[src/rtl/regfile_wb_if.sv]
// Write-back bus between the two producers (ALU, load unit), the arbiter and the
// register file write port.
//
// Signals:
//   req0_valid/ready/rd/data : ALU write-back request handshake
//   req1_valid/ready/rd/data : load write-back request handshake
//   reg_write_en/write_reg/write_data : registered register file write port
//
// Modports:
//   master : producer/register-file side (drives requests, observes ready and write port)
//   slave  : arbiter side
interface regfile_wb_if #(
    parameter int unsigned XLEN       = 32,
    parameter int unsigned REG_ADDR_W = 5
);
    logic                  req0_valid;
    logic                  req0_ready;
    logic [REG_ADDR_W-1:0] req0_rd;
    logic [XLEN-1:0]       req0_data;

    logic                  req1_valid;
    logic                  req1_ready;
    logic [REG_ADDR_W-1:0] req1_rd;
    logic [XLEN-1:0]       req1_data;

    logic                  reg_write_en;
    logic [REG_ADDR_W-1:0] write_reg;
    logic [XLEN-1:0]       write_data;

    modport master (
        output req0_valid, req0_rd, req0_data,
        input  req0_ready,
        output req1_valid, req1_rd, req1_data,
        input  req1_ready,
        input  reg_write_en, write_reg, write_data
    );

    modport slave (
        input  req0_valid, req0_rd, req0_data,
        output req0_ready,
        input  req1_valid, req1_rd, req1_data,
        output req1_ready,
        output reg_write_en, write_reg, write_data
    );
endinterface

[src/rtl/regfile_wb_arbiter.sv]
// Write-back arbiter and busy scoreboard in front of the register file write port.
//
// Two producers (req0 = ALU, req1 = load) compete for the single write port. One
// request is accepted per cycle, round-robin on conflict; the accepted write appears
// on the registered write port one cycle later. A per-register busy scoreboard is set
// at issue and cleared at write-back so the issue stage can detect RAW hazards.
//
// Ports:
//   clk, rst    : clock, asynchronous active-high reset
//   bus         : regfile_wb_if.slave (request handshakes + registered write port)
//   issue_valid : instruction with destination issue_rd issues this cycle
//   issue_rd    : destination register of the issuing instruction
//   sb_flush    : synchronous clear of all busy bits
//   rs1, rs2    : hazard query sources
//   hazard      : busy[rs1] | busy[rs2] (combinational, current state only)
//   busy_mask   : current scoreboard, bit 0 always 0
//
// Optional feature (macro REGFILE_WB_STATS_EN): adds saturating 16-bit counters
//   stat_grant0, stat_grant1 (transfers per requester) and stat_conflict (cycles with
//   both valids high).
module regfile_wb_arbiter #(
    parameter int unsigned XLEN       = 32,
    parameter int unsigned REG_ADDR_W = 5,
    parameter int unsigned NUM_REGS   = 2 ** REG_ADDR_W
) (
    input  logic                  clk,
    input  logic                  rst,
    regfile_wb_if.slave           bus,
    input  logic                  issue_valid,
    input  logic [REG_ADDR_W-1:0] issue_rd,
    input  logic                  sb_flush,
    input  logic [REG_ADDR_W-1:0] rs1,
    input  logic [REG_ADDR_W-1:0] rs2,
    output logic                  hazard,
    output logic [NUM_REGS-1:0]   busy_mask
`ifdef REGFILE_WB_STATS_EN
    ,
    output logic [15:0]           stat_grant0,
    output logic [15:0]           stat_grant1,
    output logic [15:0]           stat_conflict
`endif
);

    // Index of the most recent grant; reset to 1 so req0 wins the first conflict.
    logic                  last_grant_q, last_grant_d;

    logic                  grant0, grant1, xfer;
    logic [REG_ADDR_W-1:0] xfer_rd;
    logic [XLEN-1:0]       xfer_data;
    logic                  xfer_writes;

    logic                  we_q;
    logic [REG_ADDR_W-1:0] wreg_q;
    logic [XLEN-1:0]       wdata_q;

    logic [NUM_REGS-1:0]   busy_q, busy_d;

    // ---------------------------------------------------------------------------
    // Arbitration: only valids and last_grant feed the grant, never rd/data.
    // ---------------------------------------------------------------------------
    always_comb begin
        grant0 = 1'b0;
        grant1 = 1'b0;
        if (bus.req0_valid && bus.req1_valid) begin
            grant0 = last_grant_q;
            grant1 = ~last_grant_q;
        end else begin
            grant0 = bus.req0_valid;
            grant1 = bus.req1_valid;
        end
    end

    assign xfer        = grant0 | grant1;
    assign xfer_rd     = grant0 ? bus.req0_rd : bus.req1_rd;
    assign xfer_data   = grant0 ? bus.req0_data : bus.req1_data;
    // Writes to x0 are accepted but never reach the register file.
    assign xfer_writes = xfer && (xfer_rd != '0);

    assign bus.req0_ready = grant0;
    assign bus.req1_ready = grant1;

    always_comb begin
        last_grant_d = last_grant_q;
        if (xfer) begin
            last_grant_d = grant1;
        end
    end

    always_ff @(posedge clk or posedge rst) begin
        if (rst) begin
            last_grant_q <= 1'b1;
        end else begin
            last_grant_q <= last_grant_d;
        end
    end

    // ---------------------------------------------------------------------------
    // Registered write port: index/data hold when nothing is written.
    // ---------------------------------------------------------------------------
    always_ff @(posedge clk or posedge rst) begin
        if (rst) begin
            we_q    <= 1'b0;
            wreg_q  <= '0;
            wdata_q <= '0;
        end else begin
            we_q <= xfer_writes;
            if (xfer_writes) begin
                wreg_q  <= xfer_rd;
                wdata_q <= xfer_data;
            end
        end
    end

    assign bus.reg_write_en = we_q;
    assign bus.write_reg    = wreg_q;
    assign bus.write_data   = wdata_q;

    // ---------------------------------------------------------------------------
    // Scoreboard. Order matters: flush, then write-back clear, then issue set, so
    // a same-cycle issue always wins.
    // ---------------------------------------------------------------------------
    always_comb begin
        busy_d = busy_q;
        if (sb_flush) begin
            busy_d = '0;
        end else if (xfer_writes) begin
            busy_d[xfer_rd] = 1'b0;
        end
        if (issue_valid && (issue_rd != '0)) begin
            busy_d[issue_rd] = 1'b1;
        end
        busy_d[0] = 1'b0;
    end

    always_ff @(posedge clk or posedge rst) begin
        if (rst) begin
            busy_q <= '0;
        end else begin
            busy_q <= busy_d;
        end
    end

    assign busy_mask = busy_q;
    assign hazard    = busy_q[rs1] | busy_q[rs2];

`ifdef REGFILE_WB_STATS_EN
    // ---------------------------------------------------------------------------
    // Saturating activity counters.
    // ---------------------------------------------------------------------------
    logic [15:0] stat_grant0_q, stat_grant1_q, stat_conflict_q;
    logic        conflict;

    assign conflict = bus.req0_valid & bus.req1_valid;

    always_ff @(posedge clk or posedge rst) begin
        if (rst) begin
            stat_grant0_q   <= '0;
            stat_grant1_q   <= '0;
            stat_conflict_q <= '0;
        end else begin
            if (grant0 && (stat_grant0_q != 16'hFFFF)) begin
                stat_grant0_q <= stat_grant0_q + 16'd1;
            end
            if (grant1 && (stat_grant1_q != 16'hFFFF)) begin
                stat_grant1_q <= stat_grant1_q + 16'd1;
            end
            if (conflict && (stat_conflict_q != 16'hFFFF)) begin
                stat_conflict_q <= stat_conflict_q + 16'd1;
            end
        end
    end

    assign stat_grant0   = stat_grant0_q;
    assign stat_grant1   = stat_grant1_q;
    assign stat_conflict = stat_conflict_q;
`endif

endmodule

[src/flat_wrapper.sv]
// flat-port wrapper written by rule: the top's interface ports become plain ports
module regfile_wb_arbiter_flat 
#(
    parameter int unsigned XLEN       = 32,
    parameter int unsigned REG_ADDR_W = 5,
    parameter int unsigned NUM_REGS   = 2 ** REG_ADDR_W
)
  (clk, rst, issue_valid, issue_rd, sb_flush, rs1, rs2, hazard, busy_mask, bus_req0_valid, bus_req0_rd, bus_req0_data, bus_req0_ready, bus_req1_valid, bus_req1_rd, bus_req1_data, bus_req1_ready, bus_reg_write_en, bus_write_reg, bus_write_data);
  regfile_wb_if #(.XLEN(XLEN), .REG_ADDR_W(REG_ADDR_W)) bus_i ();
  input  logic clk;
  input  logic rst;
  input  logic issue_valid;
  input  logic [REG_ADDR_W-1:0] issue_rd;
  input  logic sb_flush;
  input  logic [REG_ADDR_W-1:0] rs1;
  input  logic [REG_ADDR_W-1:0] rs2;
  output logic hazard;
  output logic [NUM_REGS-1:0] busy_mask;
  input wire logic [$bits(bus_i.req0_valid)-1:0] bus_req0_valid;
  input wire logic [$bits(bus_i.req0_rd)-1:0] bus_req0_rd;
  input wire logic [$bits(bus_i.req0_data)-1:0] bus_req0_data;
  output wire logic [$bits(bus_i.req0_ready)-1:0] bus_req0_ready;
  input wire logic [$bits(bus_i.req1_valid)-1:0] bus_req1_valid;
  input wire logic [$bits(bus_i.req1_rd)-1:0] bus_req1_rd;
  input wire logic [$bits(bus_i.req1_data)-1:0] bus_req1_data;
  output wire logic [$bits(bus_i.req1_ready)-1:0] bus_req1_ready;
  output wire logic [$bits(bus_i.reg_write_en)-1:0] bus_reg_write_en;
  output wire logic [$bits(bus_i.write_reg)-1:0] bus_write_reg;
  output wire logic [$bits(bus_i.write_data)-1:0] bus_write_data;
  assign bus_i.req0_valid = bus_req0_valid;
  assign bus_i.req0_rd = bus_req0_rd;
  assign bus_i.req0_data = bus_req0_data;
  assign bus_req0_ready = bus_i.req0_ready;
  assign bus_i.req1_valid = bus_req1_valid;
  assign bus_i.req1_rd = bus_req1_rd;
  assign bus_i.req1_data = bus_req1_data;
  assign bus_req1_ready = bus_i.req1_ready;
  assign bus_reg_write_en = bus_i.reg_write_en;
  assign bus_write_reg = bus_i.write_reg;
  assign bus_write_data = bus_i.write_data;
  regfile_wb_arbiter #(.XLEN(XLEN), .REG_ADDR_W(REG_ADDR_W), .NUM_REGS(NUM_REGS)) u_core (.clk(clk), .rst(rst), .bus(bus_i), .issue_valid(issue_valid), .issue_rd(issue_rd), .sb_flush(sb_flush), .rs1(rs1), .rs2(rs2), .hazard(hazard), .busy_mask(busy_mask));
endmodule
[config.mk]
export PLATFORM = sky130hd
export DESIGN_NAME = regfile_wb_arbiter_flat
export DESIGN_NICKNAME = d
export VERILOG_FILES = /design/src/rtl/regfile_wb_if.sv /design/src/rtl/regfile_wb_arbiter.sv /design/src/flat_wrapper.sv
export SDC_FILE = /design/constraint.sdc
export NUM_CORES = 1
export LEC_CHECK = 0
export BUFFER_PORTS_ARGS = -buffer_cell sky130_fd_sc_hd__buf_2
export CORE_MARGIN = 2
export CORE_UTILIZATION = 45
export DETAILED_ROUTE_END_ITERATION = 7
export GPL_TIMING_DRIVEN = 0
export HOLD_SLACK_MARGIN = 0.1
export PLACE_DENSITY = 0.78
export SLEW_MARGIN = 40
export SYNTH_ARGS = -nofsm -noshare
export SYNTH_HDL_FRONTEND = slang
export SYNTH_SLANG_ARGS = --single-unit
[constraint.sdc]
create_clock -name clk -period 3.4 [get_ports clk]
set_clock_uncertainty 0.1 [all_clocks]
set_input_delay 0.17 -clock clk [delete_from_list [all_inputs] [get_ports clk]]
set_output_delay 0.17 -clock clk [all_outputs]
set_load 0.005 [all_outputs]
==> impl_metrics.json <==
{
  "firstDrtPassIters": 5,
  "syn_nets": 446,
  "syn_area_um2": 4208,
  "track_usage_pct": 28.04,
  "clock_tree.root_cell": "clkbuf_8",
  "critPathSlowestCell": "dlygate4sd3_1",
  "overflow": 0,
  "drc": 0,
  "die_x_um": 100.7,
  "power_density_nw_per_um2": 356.9,
  "ys_warn_count": 0,
  "core_area_um2": 9153,
  "diodes": 0,
  "whs_ns": 0.1125,
  "place_inst": 622,
  "crit_path_start": "bus_req1_valid",
  "finalSetupTns_ns": 0,
  "drive_gt1_share_pct": 48.40,
  "end_kind": "register",
  "nets": 685,
  "status": "complete, no violations",
  "finalSetupViolCount": 0,
  "path_buf_inv": 5,
  "numPortBuffers": 159,
  "period_share_pct": 87.96,
  "antenna_found_initial": 0,
  "criticalPathCategory": "primary input to register",
  "hold_class": "primary input to register",
  "cts.sinks": 70,
  "grt_max_degree": 42,
  "drt-initial-drc-count": 205,
  "cp_max_fo": 10,
  "antenna_left": 0,
  "synth-seq-cells": 70,
  "yosysUniqueCellTypes": 50,
  "clk_path_buf_depth": 2,
  "grt_pass1_wl_um": 21700,
  "cts.clk_slew.worst_paths_ns": 0.08,
  "path_cells": "dlygate4sd3_1 > buf_4 > nand2b_4 > nand2_4 > buf_2 > clkbuf_1 > mux2_2 > dlygate4sd3_1 > mux2_4",
  "rsz0062_at_grt": "no",
  "dp_hpwl_um": 9156,
  "slew_viol_final": 0,
  "maxCapViolCount": 0,
  "syn_avg_cell_area_um2": 11.99,
  "synth-seq-area-share_pct": 41.66,
  "critPathCapture": "u_core.bus.write_data[16]",
  "worst_r2r_endpoint": "u_core.bus.write_data[16]",
  "rows": 35,
  "required_ns": 3.54,
  "synthCells": 351,
  "hold_viol_final": 0,
  "insertion_delay_ns": 0.35,
  "cts_buffers": 9,
  "synthToLayoutAreaGrowth_pct": 42.97,
  "fmax_mhz": 334.4,
  "cts_tree": "done",
  "rr_worst_depth": 7,
  "num_vias": 4089,
  "vdd_drop_max_mv": 0.2407,
  "post_cts.repair.setup_buffers": 0,
  "largest_register_ffs": 32,
  "gp_congestion": 0.8709,
  "crit_cells": 9,
  "final-instance-count-excl-fill": 706,
  "start_util_pct": 45.97,
  "htreeDepth": 3,
  "critPathMaxStageDelay_ns": 0.59,
  "regToRegSetupSlack_ns": 0.46,
  "reg2reg_from": "u_core.last_grant_q",
  "worst_pin_slew_ns": 0.7268,
  "timing.critical_path.mode_cell": "dlygate4sd3_1",
  "fin_crit_ns": 2.991,
  "viasPerCell": 5.792,
  "start_kind": "primary input",
  "wl_per_cell_um": 19.76,
  "dieArea_um2": 10140,
  "leakage_nw": 2.815,
  "cpLargestDelayFamily": "buffers and inverters",
  "wl_um": 13950,
  "cp_data_arrival_time_ns": 3.13,
  "slew_headroom_pct": 51.32,
  "io_pins": 168,
  "grt_pass1_vias": 4319,
  "fp.dieH_um": 100.7
}
[final cells by class]
class                           instances  area, um2
Fill cell                             658       3137
Multi-Input combinational cell        241       2261
Sequential cell                        70       1753
Timing Repair Buffer                  228       1496
Clock buffer                           12      145.1
Tap cell                              111      138.9
Buffer                                 22      123.9
Inverter                               18      75.07
Clock inverter                          4      22.52
[worst min-delay path: cells and delay by family]
family / cells / cell delay (ns)
mux: 1 / 0.09
compound gates: 1 / 0.13
buf+inv: 1 / 0.13
[repair_timing]
action | 4_1_cts | 5_1_grt
hold buffers | 68 | 0
endpoints found under the hold margin | 112 | 0
resized for setup | 0 | 0
[metal layers]
metal	track usage (%)	up-vias	share of wire, %
met5	0	-	0
met4	12.96	0	2.9
met3	7.420	35	8.9
met2	50.00	236	51
met1	31.05	1990	37
li1	-	1828	-
[worst min path at each step]
stage | cells past startpoint | start | endpoint | slack [ns]
floorplan | 1 | sb_flush | u_core.busy_mask[11] | 0.19
global placement | 2 | sb_flush | u_core.busy_mask[27] | 0.35
detailed placement | 2 | rst | u_core.bus.write_reg[4] | 0.05
CTS | 3 | bus_req0_rd[2] | u_core.bus.write_reg[2] | 0.10
global route | 3 | bus_req0_rd[2] | u_core.bus.write_reg[2] | 0.11
finish | 3 | bus_req0_rd[2] | u_core.bus.write_reg[2] | 0.11
[layout by cell type (no fill, tap or decap), drive strengths merged, types with 7 or more instances in the layout]
master,instances
nand3b,8
nand2,9
dlygate4sd3,68
o21ai,22
mux2,71
nand3,7
o311ai,17
clkbuf,20
a21oi,9
inv,18
mux2i,10
dfrtp,69
buf,174
nor2,17
mux4,13
a31o,10
[power by group]
part	leakage, nW	switching [mW]	internal (mW)
logic	1.85	0.264	0.322
clock network	0.0861	0.325	0.282
registers	0.883	0.0512	0.904
total	2.82	0.640	1.51
[logic make-up (layout without fill, tap and decap cells)]
family	Yosys count	count (layout)	synth area share, %
mux	94	94	30.15
compound gates	83	83	14.72
flops	70	70	41.66
simple gates	63	63	8.772
buf+inv	40	284	4.609
other cells	1	1	0.08912
[synth_stat cells, drive strengths merged]
library cell	count	area, um2
a31oi	3	33.78
conb	1	3.750
a21boi	1	7.510
a211oi	1	7.510
o21ai	22	110.1
or3	1	6.260
o32ai	4	35.03
nand4	4	25.02
or2	2	15.02
nand3	7	35.03
mux2	71	863.3
mux2i	10	112.6
buf	14	93.84
inv	18	70.07
nand2	9	41.29
nand3b	8	60.06
nand2b	4	32.53
o211ai	5	37.54
or3b	5	43.80
o22ai	3	18.77
dfstp	1	26.28
mux4	13	292.8
nor2	17	63.81
a21oi	9	45.04
a31o	10	87.59
o21a	1	7.510
nor3b	5	37.54
clkbuf	8	30.03
dfrtp	69	1727
o31a	2	17.52
and3b	1	8.760
a2111oi	5	62.56
o311ai	17	148.9
[metrics by stage]
step           utilization, %  cell area, um2  total power, mW  setup slack (ns)
6_report                65.73            6016            2.147            0.4093
3_5_place_dp            56.46            5167            1.449             1.011
5_1_grt                 65.73            6016            2.234            0.3262
2_1_floorplan               -            4208            1.241             1.294
4_1_cts                 65.73            6016            2.118            0.4700
3_3_place_gp            56.19            5142            1.428            0.5582
Note: power is estimated with default switching activity, not from simulation.
